### src/rtl/buffer_copy_engine_if.sv
// Buffer copy engine port bundle: sequencer control
// plus source-read and destination-write RAM ports.
interface buffer_copy_engine_if #(
  parameter int ADDR_W = 10,
  parameter int DATA_W = 64
);
  logic              start;
  logic [1:0]        mode;
  logic [ADDR_W-1:0] src_base;
  logic [ADDR_W-1:0] dst_base;
  logic [ADDR_W:0]   length;
  logic [DATA_W-1:0] fill_value;
  logic              abort;
  logic              busy;
  logic              done;
  logic              aborted;
  logic              rd_en;
  logic [ADDR_W-1:0] rd_addr;
  logic [DATA_W-1:0] rd_data;
  logic              wr_en;
  logic [ADDR_W-1:0] wr_addr;
  logic [DATA_W-1:0] wr_data;

  modport slave (
    input  start, mode, src_base, dst_base,
    input  length, fill_value, abort, rd_data,
    output busy, done, aborted,
    output rd_en, rd_addr, wr_en, wr_addr, wr_data
  );

  modport master (
    output start, mode, src_base, dst_base,
    output length, fill_value, abort, rd_data,
    input  busy, done, aborted,
    input  rd_en, rd_addr, wr_en, wr_addr, wr_data
  );
endinterface

### src/rtl/buffer_copy_engine.sv
// Buffer-to-buffer transfer engine: streams a range from a
// source RAM to a destination RAM at one word per cycle.
module buffer_copy_engine #(
  parameter int ADDR_W      = 10,
  parameter int DATA_W      = 64,
  parameter int RD_LAT      = 2,
  parameter int EXTRA_DELAY = 0
) (
  input  logic clk,
  input  logic rstn,
  buffer_copy_engine_if.slave bus
);
  localparam int PIPE = RD_LAT + 1 + EXTRA_DELAY;
  localparam logic [ADDR_W:0] ONE = (ADDR_W+1)'(1);

  typedef enum logic [1:0] {IDLE, ISSUE, DRAIN} state_t;

  state_t            state;
  logic [ADDR_W-1:0] src_q;
  logic [ADDR_W-1:0] dst_q;
  logic [ADDR_W:0]   len_q;
  logic [ADDR_W:0]   cnt;
  logic [DATA_W-1:0] fill_q;
  logic              fill_m;
  logic              zero_m;
  logic              rev_m;
  logic              busy_q;
  logic              done_q;
  logic              abt_q;
  logic              rd_en_q;
  logic [ADDR_W-1:0] rd_addr_q;
  logic              wr_en_q;
  logic              wr_last;
  logic [ADDR_W-1:0] wr_addr_q;
  logic [DATA_W-1:0] wr_data_q;
  logic              v_q    [PIPE];
  logic              last_q [PIPE];
  logic [ADDR_W-1:0] off_q  [PIPE];
  logic [DATA_W-1:0] src_d;

  function automatic logic [ADDR_W-1:0] bitrev(
    input logic [ADDR_W-1:0] a
  );
    logic [ADDR_W-1:0] r;
    for (int b = 0; b < ADDR_W; b++) r[b] = a[ADDR_W-1-b];
    return r;
  endfunction

  generate
    if (EXTRA_DELAY == 0) begin : g_nodly
      assign src_d = bus.rd_data;
    end else begin : g_dly
      logic [DATA_W-1:0] dq [EXTRA_DELAY];
      // Routing delay stages between read data and write port
      always_ff @(posedge clk or negedge rstn) begin
        if (!rstn) begin
          for (int k = 0; k < EXTRA_DELAY; k++) dq[k] <= '0;
        end else begin
          dq[0] <= bus.rd_data;
          for (int k = 1; k < EXTRA_DELAY; k++) dq[k] <= dq[k-1];
        end
      end
      assign src_d = dq[EXTRA_DELAY-1];
    end
  endgenerate

  // Control FSM, issue counter, item pipeline and write port
  always_ff @(posedge clk or negedge rstn) begin
    if (!rstn) begin
      state     <= IDLE;
      src_q     <= '0;
      dst_q     <= '0;
      len_q     <= '0;
      cnt       <= '0;
      fill_q    <= '0;
      fill_m    <= 1'b0;
      zero_m    <= 1'b0;
      rev_m     <= 1'b0;
      busy_q    <= 1'b0;
      done_q    <= 1'b0;
      abt_q     <= 1'b0;
      rd_en_q   <= 1'b0;
      rd_addr_q <= '0;
      wr_en_q   <= 1'b0;
      wr_last   <= 1'b0;
      wr_addr_q <= '0;
      wr_data_q <= '0;
      for (int k = 0; k < PIPE; k++) begin
        v_q[k]    <= 1'b0;
        last_q[k] <= 1'b0;
        off_q[k]  <= '0;
      end
    end else begin
      done_q    <= 1'b0;
      rd_en_q   <= 1'b0;
      v_q[0]    <= 1'b0;
      last_q[0] <= 1'b0;
      for (int k = 1; k < PIPE; k++) begin
        v_q[k]    <= v_q[k-1];
        last_q[k] <= last_q[k-1];
        off_q[k]  <= off_q[k-1];
      end
      wr_en_q   <= v_q[PIPE-1];
      wr_last   <= v_q[PIPE-1] & last_q[PIPE-1];
      wr_addr_q <= dst_q + (rev_m ? bitrev(off_q[PIPE-1])
                                  : off_q[PIPE-1]);
      wr_data_q <= zero_m ? '0 : (fill_m ? fill_q : src_d);
      unique case (state)
        IDLE: begin
          if (bus.start && !done_q) begin
            src_q  <= bus.src_base;
            dst_q  <= bus.dst_base;
            len_q  <= bus.length;
            fill_q <= bus.fill_value;
            fill_m <= bus.mode[0];
            zero_m <= (bus.mode == 2'b11);
            rev_m  <= (bus.mode == 2'b10);
            abt_q  <= 1'b0;
            if (bus.length == '0) begin
              done_q <= 1'b1;
            end else begin
              busy_q    <= 1'b1;
              rd_en_q   <= ~bus.mode[0];
              rd_addr_q <= bus.src_base;
              v_q[0]    <= 1'b1;
              off_q[0]  <= '0;
              last_q[0] <= (bus.length == ONE);
              cnt       <= ONE;
              state     <= (bus.length == ONE) ? DRAIN : ISSUE;
            end
          end
        end
        ISSUE, DRAIN: begin
          if (bus.abort) begin
            state   <= IDLE;
            busy_q  <= 1'b0;
            done_q  <= 1'b1;
            abt_q   <= 1'b1;
            wr_en_q <= 1'b0;
            wr_last <= 1'b0;
            for (int k = 0; k < PIPE; k++) v_q[k] <= 1'b0;
          end else if (state == ISSUE) begin
            rd_en_q   <= ~fill_m;
            rd_addr_q <= src_q + cnt[ADDR_W-1:0];
            v_q[0]    <= 1'b1;
            off_q[0]  <= cnt[ADDR_W-1:0];
            last_q[0] <= (cnt + ONE == len_q);
            cnt       <= cnt + ONE;
            if (cnt + ONE == len_q) state <= DRAIN;
          end else if (wr_en_q && wr_last) begin
            done_q <= 1'b1;
            busy_q <= 1'b0;
            state  <= IDLE;
          end
        end
        default: state <= IDLE;
      endcase
    end
  end

  assign bus.busy    = busy_q;
  assign bus.done    = done_q;
  assign bus.aborted = abt_q;
  assign bus.rd_en   = rd_en_q;
  assign bus.rd_addr = rd_addr_q;
  assign bus.wr_en   = wr_en_q;
  assign bus.wr_addr = wr_addr_q;
  assign bus.wr_data = wr_data_q;
endmodule

### src/flat_wrapper.sv
// flat-port wrapper written by rule: the top's interface ports become plain ports
module buffer_copy_engine_flat 
#(
  parameter int ADDR_W      = 10,
  parameter int DATA_W      = 64,
  parameter int RD_LAT      = 2,
  parameter int EXTRA_DELAY = 0
)
  (clk, rstn, bus_start, bus_mode, bus_src_base, bus_dst_base, bus_length, bus_fill_value, bus_abort, bus_rd_data, bus_busy, bus_done, bus_aborted, bus_rd_en, bus_rd_addr, bus_wr_en, bus_wr_addr, bus_wr_data);
  buffer_copy_engine_if #(.ADDR_W(ADDR_W), .DATA_W(DATA_W)) bus_i ();
  input  logic clk;
  input  logic rstn;
  input wire logic [$bits(bus_i.start)-1:0] bus_start;
  input wire logic [$bits(bus_i.mode)-1:0] bus_mode;
  input wire logic [$bits(bus_i.src_base)-1:0] bus_src_base;
  input wire logic [$bits(bus_i.dst_base)-1:0] bus_dst_base;
  input wire logic [$bits(bus_i.length)-1:0] bus_length;
  input wire logic [$bits(bus_i.fill_value)-1:0] bus_fill_value;
  input wire logic [$bits(bus_i.abort)-1:0] bus_abort;
  input wire logic [$bits(bus_i.rd_data)-1:0] bus_rd_data;
  output wire logic [$bits(bus_i.busy)-1:0] bus_busy;
  output wire logic [$bits(bus_i.done)-1:0] bus_done;
  output wire logic [$bits(bus_i.aborted)-1:0] bus_aborted;
  output wire logic [$bits(bus_i.rd_en)-1:0] bus_rd_en;
  output wire logic [$bits(bus_i.rd_addr)-1:0] bus_rd_addr;
  output wire logic [$bits(bus_i.wr_en)-1:0] bus_wr_en;
  output wire logic [$bits(bus_i.wr_addr)-1:0] bus_wr_addr;
  output wire logic [$bits(bus_i.wr_data)-1:0] bus_wr_data;
  assign bus_i.start = bus_start;
  assign bus_i.mode = bus_mode;
  assign bus_i.src_base = bus_src_base;
  assign bus_i.dst_base = bus_dst_base;
  assign bus_i.length = bus_length;
  assign bus_i.fill_value = bus_fill_value;
  assign bus_i.abort = bus_abort;
  assign bus_i.rd_data = bus_rd_data;
  assign bus_busy = bus_i.busy;
  assign bus_done = bus_i.done;
  assign bus_aborted = bus_i.aborted;
  assign bus_rd_en = bus_i.rd_en;
  assign bus_rd_addr = bus_i.rd_addr;
  assign bus_wr_en = bus_i.wr_en;
  assign bus_wr_addr = bus_i.wr_addr;
  assign bus_wr_data = bus_i.wr_data;
  buffer_copy_engine #(.ADDR_W(ADDR_W), .DATA_W(DATA_W), .RD_LAT(RD_LAT), .EXTRA_DELAY(EXTRA_DELAY)) u_core (.clk(clk), .rstn(rstn), .bus(bus_i));
endmodule
### config.mk
export PLATFORM = sky130hd
export DESIGN_NAME = buffer_copy_engine_flat
export DESIGN_NICKNAME = d
export VERILOG_FILES = /design/src/rtl/buffer_copy_engine_if.sv /design/src/rtl/buffer_copy_engine.sv /design/src/flat_wrapper.sv
export SDC_FILE = /design/constraint.sdc
export NUM_CORES = 1
export LEC_CHECK = 0
export BUFFER_PORTS_ARGS = -buffer_cell sky130_fd_sc_hd__buf_2
export CELL_PAD_IN_SITES_DETAIL_PLACEMENT = 0
export CELL_PAD_IN_SITES_GLOBAL_PLACEMENT = 2
export CORE_MARGIN = 3
export CORE_UTILIZATION = 35
export CTS_CLUSTER_SIZE = 12
export DETAILED_ROUTE_END_ITERATION = 8
export GPL_TIMING_DRIVEN = 0
export PLACE_DENSITY_LB_ADDON = 0.3
export SYNTH_ARGS = -nofsm -noshare
export SYNTH_HDL_FRONTEND = slang
export SYNTH_SLANG_ARGS = --single-unit
export TNS_END_PERCENT = 1
### constraint.sdc
create_clock -name clk -period 5.5 [get_ports clk]
set_input_delay 0.825 -clock clk [delete_from_list [all_inputs] [get_ports clk]]
set_output_delay 0.825 -clock clk [all_outputs]
set_load 0.05 [all_outputs]
==> out/qor.csv, run 1 <==
stage,metric,value,unit
run_status,run_status,"finished, final reports clean",
setup_path,path_max_fanout,10,
cts,numCtsBuffers,28,
floorplan,start_util,36.09,%
cells_and_area,drive_above_1_share,24.42,%
global_routing,met2_usage,29.44,%
routing,drc_errors,0,
global_routing,grt_max_degree,96,
power,power.density,662.9,nW/µm²
setup_path,path_common_cell,mux2i_1,
routing,drt-pass1-iter-count,4,
floorplan,die_area,31120,µm²
timing,final_hold_viol_count,0,
synth,synth_edf_count,0,
power,ir_drop,0.2719,mV
floorplan,rows,61,
timing,worst_pin_slew,0.9469,ns
cells_and_area,nets,1496,
global_routing,grt-busiest-layer,met2,
placed_design,gp_congestion,0.7968,
power,leakage,0.006763,µW
routing,drt-total-wl,28.26,mm
global_routing,grt_pass1_vias,8211,
timing,setup_viol,0,
setup_path,path_class,flop to flop,
setup_path,cp.buffers_inverters,2,
synth,syn_avg_cell_area,9.954,µm²
setup_path,crit_path_start_kind,flop,
cts,cts_max_path_buffers,3,
floorplan,core,28160,µm²
synth,ys_types,48,
timing,fin_crit_sh,58.29,%
placed_design,dpl.hpwl,20.32,mm
routing,route.detailed.vias_per_inst,4.580,
placed_design,port-buffer-count,253,
synth,synth.yosys.seq_area_share,58.35,%
cells_and_area,fillers,2767,
synth,synth-seq-cells,237,
cells_and_area,area_delta_synth_final,27.81,%
routing,first_iter_violations,411,
synth,syn_area,10160,µm²
setup_path,path_delay_family,compound AO/OA/AOI/OAI gates,
synth,synthesis.nets,1211,
cts,postCtsSetupRepairBufs,0,
cts,clockRootBuffer,clkbuf_16,
global_routing,grt_pass1_wl,45.04,mm
routing,ant_nets,0,
routing,vias,7836,
power,p_total,8611,µW
setup_path,worstPathRequired,5.90,ns
cts,clk_latency,0.53,ns
cts,path_clk_slew,0.06,ns
global_routing,met3_usage,2.731,%
cts,ctsHoldBuffers,0,
global_routing,use_met1,25.38,%
placed_design,dp_slack,1.993,ns
floorplan,ioPinCount,254,
cts,cts.repair.resized,0,
setup_path,crit_path_end_kind,flop,
routing,wl_per_cell,16.52,µm
min_path,hold_class,input pin to async pin,
global_routing,antenna_found_initial,5,
cts,cts_tree,done,
timing,finalMaxSlewViolations,0,
cts,clock_sinks,237,
timing,fmax,311.9,MHz
job,cap_violations,0,
global_routing,grt_use_total,18.19,%
setup_path,cp_slowest_cell,o41ai_1,
timing,post-route-min-period,3.206,ns
floorplan,fp.dieW,176.4,µm
timing,slew_headroom,36.87,%
timing,worst_slack,2.294,ns
synth,synthCells,1021,
synth,ys_async_sr_fraction,100.0,%
setup_path,cpPeakStageDelay,0.55,ns
cts,cts_max_level,1,
global_routing,overflow,0,
setup_path,path_cells,clkbuf_1 -> mux2i_1 -> inv_1 -> ha_1 -> a21o_1 -> a21oi_1 -> nor2b_1 -> o21a_1 -> o41ai_1 -> mux2i_1 -> nand4_1,
floorplan,die_h,176.4,µm
synth,synthFlopType,dfrtp_1,
timing,rsz0062_at_grt,false,
timing,finClkSkew,0.007851,ns
setup_path,cp.arrival,3.61,ns
synth,yosysWarningCount,0,
[cell usage after synthesis (3+ instances only)]
cell type / number / area [µm²]
nand3_1: 17 / 85.08
or4_1: 6 / 45.04
a21o_1: 3 / 22.52
mux2_2: 8 / 90.09
nor2_1: 84 / 315.3
nor3_1: 15 / 75.07
o21ai_0: 38 / 190.2
nand2_1: 334 / 1254
or3_1: 4 / 25.02
buf_2: 7 / 35.03
nand4_1: 4 / 25.02
clkbuf_1: 39 / 146.4
xnor2_1: 19 / 166.4
buf_1: 7 / 26.28
xor2_1: 9 / 78.83
and2_1: 3 / 18.77
ha_1: 23 / 287.8
a22o_1: 5 / 43.79
mux2i_1: 75 / 750.7
nor2b_1: 3 / 18.77
o41ai_1: 3 / 26.28
inv_1: 15 / 56.30
and3_1: 6 / 37.54
nand2b_1: 4 / 25.02
a21oi_1: 20 / 100.1
o21a_1: 5 / 37.54
dfrtp_1: 237 / 5931
[worst paths after layout]
| check | startpoint | end | slack [ns] | depth (start not counted) |
|---|---|---|---|---|
| max | u_core.rev_m | u_core.bus.wr_addr[9] | 2.29 | 11 |
| min | rstn | u_core.dst_q[5] | 0.19 | 1 |
| max reg2reg | u_core.rev_m | u_core.bus.wr_addr[9] | 2.29 | 11 |
| min reg2reg | u_core.off_q[11] | u_core.off_q[1] | 0.34 | 0 |
| max in group asynchronous | rstn | u_core.fill_q[26] | 4.04 | 3 |
| min in group clk | u_core.off_q[11] | u_core.off_q[1] | 0.34 | 0 |
[sequential cells by signal, summed over array words and instances, names as in the netlist, 2 cells and up]
register / cells
u_core.bus.rd_addr: 10
u_core.bus.wr_addr: 10
u_core.bus.wr_data: 64
u_core.cnt: 11
u_core.dst_q: 10
u_core.fill_q: 64
u_core.last_q: 3
u_core.len_q: 11
u_core.off_q: 30
u_core.src_q: 10
u_core.state: 2
u_core.v_q: 3
[area by class of cell]
| class | instances | area (µm²) | share of cell area [%] |
|---|---|---|---|
| tap | 378 | 473.0 | 3.641 |
| clock buffer | 39 | 813.3 | 6.261 |
| multi-input combinational | 713 | 3950 | 30.41 |
| clock inverter | 12 | 193.9 | 1.493 |
| sequential | 237 | 5931 | 45.66 |
| antenna | 6 | 15.01 | 0.1156 |
| buffer | 55 | 222.7 | 1.715 |
| timing repair buffer | 255 | 1331 | 10.25 |
| inverter | 16 | 60.06 | 0.4623 |
[placed cells by master (no fill, tap or decap), drive strengths merged, types with 8 or more instances in the layout]
cell type,netlist,routed
a21oi,20,20
ha,23,23
mux2,8,8
xor2,9,9
clkbuf,39,78
xnor2,19,19
mux2i,75,75
nor3,15,15
nand3,18,18
inv,16,16
dfrtp,237,237
buf,16,271
nor2,84,84
o21ai,38,38
nand2,334,334
[kinds of logic (layout without fill, tap and decap cells)]
kind of cell / after synthesis / after routing / synth area share, %
XOR/XNOR: 28 / 28 / 2.413
buffers and inverters: 71 / 377 / 2.782
other: 0 / 6 / 0
flip-flops: 237 / 237 / 58.35
AO/OA/AOI/OAI: 88 / 88 / 5.232
multiplexers: 83 / 83 / 8.273
AND/OR/NAND/NOR: 489 / 489 / 19.72
adder cells (fa/ha/maj): 25 / 25 / 3.225
[per-layer routing]
layer	wire [µm]	part of all wire, %	vias up
met2	12990	46	205
met1	13080	46	3658
met4	858	3.0	0
met3	1330	4.7	47
li1	-	-	3926
met5	0	0	-
[where the power goes]
part	leakage, µW	switching [µW]	internal [µW]	total, µW
combinational	0.00328	2660	1120	3790
sequential	0.00299	341	2490	2830
clock	0.000490	729	1260	1990
total	0.00676	3740	4880	8610
[worst register-to-register path, stage by stage, from the launching register on]
cell and delay, ns:
dfrtp_1 0.36, clkbuf_1 0.41, mux2i_1 0.37, inv_1 0.08, ha_1 0.30, a21o_1 0.19, a21oi_1 0.21, nor2b_1 0.08
o21a_1 0.19, o41ai_1 0.55, mux2i_1 0.26, nand4_1 0.09
[stage by stage]
| step | hold slack [ns] | cells | TNS [ns] | utilization, % | instance area [µm²] |
|---|---|---|---|---|---|
| finish | 0.1937 | 1711 | 0 | 46.12 | 12990 |
| global route | 0.2072 | 1710 | 0 | 46.11 | 12990 |
| CTS | 0.1858 | 1705 | 0 | 46.07 | 12970 |
| detailed placement | 0.3347 | 1654 | 0 | 42.49 | 11970 |
| global placement | 0.3349 | 1652 | -203.99 | 42.26 | 11900 |
| floorplan | 0.3312 | 1021 | 0 | - | 10160 |
Power figures use the tool's default switching activity.
==> run 2, diff against run 1 <==
- ABC_AREA: unset -> 1
- CORE_UTILIZATION: 35 -> 31
- clock period: 5.5 -> 3.1 ns (I/O delays scaled with it)
==> run 2 against run 1 <==
Compared with the run above: count of clock-buffer cells in the layout is the same; combinational power is 92% higher; synthesized cell count grew 16%; non-clock buffer count decreased by 1; critical path depth grew 3; via count grew 10%; fmax is 27% higher; flip-flop and latch count unchanged; wire length grew 11%; design area is 0.63% higher; largest power group unchanged; synthesized area increased by 1.3%; sequential share of layout area down 0.28 points.
==> out/qor.csv, run 2 <==
stage,metric,value,unit,change
cells_and_area,multi_input_area,3832,µm²,-3.0%
cts,cts_max_path_buffers,3,,unchanged
placed_design,gp_congestion,0.8233,,+3.3%
cells_and_area,nets,1665,,+11%
floorplan,ioPinCount,254,,unchanged
setup_path,crit_start,u_core.rev_m,,
cells_and_area,layout_common_cells,"nand2_1 (377), buf_2 (266), dfrtp_1 (237)",,
routing,vias,8640,,+10%
routing,wl_per_cell,16.17,µm,-2.1%
routing,drc_errors,0,,unchanged
timing,worst_pin_slew,0.7836,ns,-0.1633 ns
synth,ys_async_sr_fraction,100.0,%,unchanged
timing,fin_crit_sh,81.73,%,+23 points
setup_path,setup.worst_path.end,u_core.bus.wr_addr[8],,
global_routing,antenna_found_initial,2,,-3
run_status,run_status,"finished, final reports clean",,
synth,synth_edf_count,0,,unchanged
global_routing,overflow,0,,unchanged
floorplan,core,32620,µm²,+16%
setup_path,path_max_fanout,9,,-1
synth,syn_avg_cell_area,8.655,µm²,-13%
synth,synthFlopType,dfrtp_1,,
synth,synth.most_common_cell,nand2_1,,
floorplan,die_area,35420,µm²,+14%
power,power.density,1179,nW/µm²,+78%
floorplan,start_util,31.55,%,-4.5 points
synth,synth_largest_area_cell,dfrtp_1,,
timing,finClkSkew,0.009902,ns,+0.002051 ns
timing,post-route-min-period,2.534,ns,-0.6722 ns
cells_and_area,fin_cells,1939,,+13%
setup_path,ff2ff_path_depth,14,,+3
synth,syn_area,10290,µm²,+1.3%
timing,final_hold_viol_count,0,,unchanged
placed_design,dpl.hpwl,22.50,mm,+11%
synth,synthTopCellsByCount,"nand2_1 (377), dfrtp_1 (237), nor2_1 (156)",,
cells_and_area,fin_util,40.07,%,-6.1 points
cts,clk_latency,0.55,ns,+0.02 ns
timing,fmax,394.7,MHz,+27%
cts,path_clk_slew,0.06,ns,about the same
floorplan,die_h,188.2,µm,+6.7%
cells_and_area,fillers,3447,,+25%
timing,setup_viol,0,,unchanged
routing,drt-pass1-iter-count,5,,+1
synth,synth_compound_area_share,8.827,%,+3.6 points
setup_path,worstPathRequired,3.53,ns,-2.37 ns
setup_path,cp.arrival,2.97,ns,-0.64 ns
global_routing,grt_pass1_vias,8613,,+4.9%
setup_path,rrSetupSlack,0.57,ns,-1.73 ns
setup_path,timing.rr.start,u_core.rev_m,,
synth,yosysWarningCount,0,,unchanged
cells_and_area,area_delta_synth_final,27.02,%,
synth,ys_types,40,,-17%
placed_design,port-buffer-count,253,,unchanged
synth,synthXorXnorAreaFrac,1.191,%,-1.2 points
cells_and_area,drive_above_1_share,22.74,%,-1.7 points
timing,rsz0062_at_grt,false,,
global_routing,grt_use_total,17.54,%,-0.66 points
cts,clock_sinks,237,,unchanged
global_routing,grt_max_degree,112,,+17%
routing,drt-total-wl,31.36,mm,+11%
synth,netlist.area_leader.share,57.63,%,-0.72 points
setup_path,cp_slowest_cell,fa_1,,
synth,synth_top_family_by_area,simple AND/OR/NAND/NOR gates,,
setup_path,path_common_cell,nand2_1,,
routing,route.detailed.vias_per_inst,4.456,,-2.7%
synth,synth-seq-cells,237,,unchanged
setup_path,crit_path_start_kind,flop,,
cts,clockRootBuffer,clkbuf_16,,
timing,fin_hold_ws,0.1185,ns,-0.07516 ns
synth,synthTopCellsByArea,"dfrtp_1 (58%), nand2_1 (14%), o21ai_0 (5.9%)",,
synth,synthMuxAreaShare,0,%,-8.3 points
job,cap_violations,0,,unchanged
cts,postCtsSetupRepairBufs,0,,unchanged
cts,cts.repair.resized,0,,unchanged
cts,cts_tree,done,,
floorplan,fp.dieW,188.2,µm,+6.7%
synth,synthesis.nets,1379,,+14%
synth,synth.yosys.seq_area_share,57.63,%,-0.72 points
synth,synthAdderAreaFrac,3.185,%,-0.040 points
synth,synthSimpleGateAreaFrac,24.04,%,+4.3 points
power,ir_drop,0.4614,mV,+70%
cts,numCtsBuffers,28,,unchanged
routing,ant_nets,0,,unchanged
cells_and_area,final_cell_area,13070,µm²,+0.63%
floorplan,rows,66,,+8.2%
power,leakage,0.006858,µW,+1.4%
placed_design,placed_area,12180,µm²,+1.7%
global_routing,grt_pass1_wl,49.30,mm,+9.5%
cells_and_area,seq_area,5931,µm²,unchanged
placed_design,dp.cells,1886,,+14%
cells_and_area,final_common_cell,nand2_1,,
cts,cts_max_level,1,,unchanged
min_path,hold_class,input pin to flop,,
routing,first_iter_violations,485,,+18%
setup_path,crit_path_end_kind,flop,,
setup_path,path_class,flop to flop,,
setup_path,path_cells,inv_1 -> nand2_1 -> o21ai_0 -> ha_1 -> inv_1 -> fa_1 -> o21ai_0 -> nand2_1 -> nand2_1 -> a21oi_1 -> nor2_1 -> o21ai_0 -> nand3_1 -> nand2_1,,
timing,finalMaxSlewViolations,0,,unchanged
cts,ctsHoldBuffers,1,,+1
setup_path,worstReg2RegEnd,u_core.bus.wr_addr[8],,
setup_path,cpPeakStageDelay,0.43,ns,-0.12 ns
synth,synthCells,1189,,+16%
timing,slew_headroom,47.76,%,+11 points
-- run 2: report_power, final --
part / leakage (µW) / internal (µW) / total (µW) / switching, µW
clock network: 0.000427 / 1840 / 3160 / 1320
logic: 0.00345 / 1840 / 7270 / 5420
registers: 0.00298 / 4410 / 4990 / 578
total: 0.00686 / 8090 / 15400 / 7320
-- run 2: cells by family (layout without fill, tap and decap cells) --
logic type	after synthesis	after routing
AND/OR/NAND/NOR	607	607
flip-flops	237	237
AO/OA/AOI/OAI	172	172
buffers and inverters	134	440
adder cells (fa/ha/maj)	25	25
XOR/XNOR	14	14
other	0	2
-- run 2: through the flow --
stage | TNS, ns | worst slack, ns | total power, µW
final | 0 | 0.5665 | 15420
after global routing | 0 | 0.2589 | 16620
after CTS | 0 | 0.5404 | 15660
after detailed placement | 0 | 0.5652 | 12390
after global placement | -715.09 | -3.040 | 12340
after floorplan | 0 | 0.9256 | 10160
-- run 2: worst min path at each step --
stage	start	end	cells past startpoint
6_report	bus_fill_value[8]	u_core.fill_q[8]	3
5_1_grt	bus_fill_value[10]	u_core.fill_q[10]	3
4_1_cts	bus_fill_value[10]	u_core.fill_q[10]	3
3_5_place_dp	rstn	u_core.fill_q[47]	1
3_3_place_gp	u_core.off_q[14]	u_core.off_q[4]	0
2_1_floorplan	rstn	u_core.bus.aborted	0
-- run 2: worst max-delay path: cells and delay by family, from the launching register on --
kind | cells | cell delay [ns]
AOI/OAI and AO/OA | 4 | 0.60
buffers and inverters | 2 | 0.28
adders and majority gates | 2 | 0.69
and+or+nand+nor | 6 | 0.47
DFF | 1 | 0.40
-- run 2: cell type report --
cell class                      count  share of cell area, %
Clock inverter                     11                 0.7562
Tap cell                          442                  4.231
Inverter                           81                  2.326
Timing Repair Buffer              256                  10.26
Buffer                             53                  1.713
Multi-Input combinational cell    818                  29.32
Clock buffer                       39                  5.983
Antenna cell                        2                0.03829
Sequential cell                   237                  45.37
-- run 2: metal layers --
| metal | wire [µm] | part of all wire, % | global-route usage [%] |
|---|---|---|---|
| met1 | 15380 | 49 | 25.94 |
| met2 | 13810 | 44 | 27.00 |
| met3 | 1461 | 4.7 | 2.809 |
| met4 | 699 | 2.2 | 4.300 |
| met5 | 0 | 0 | 0 |
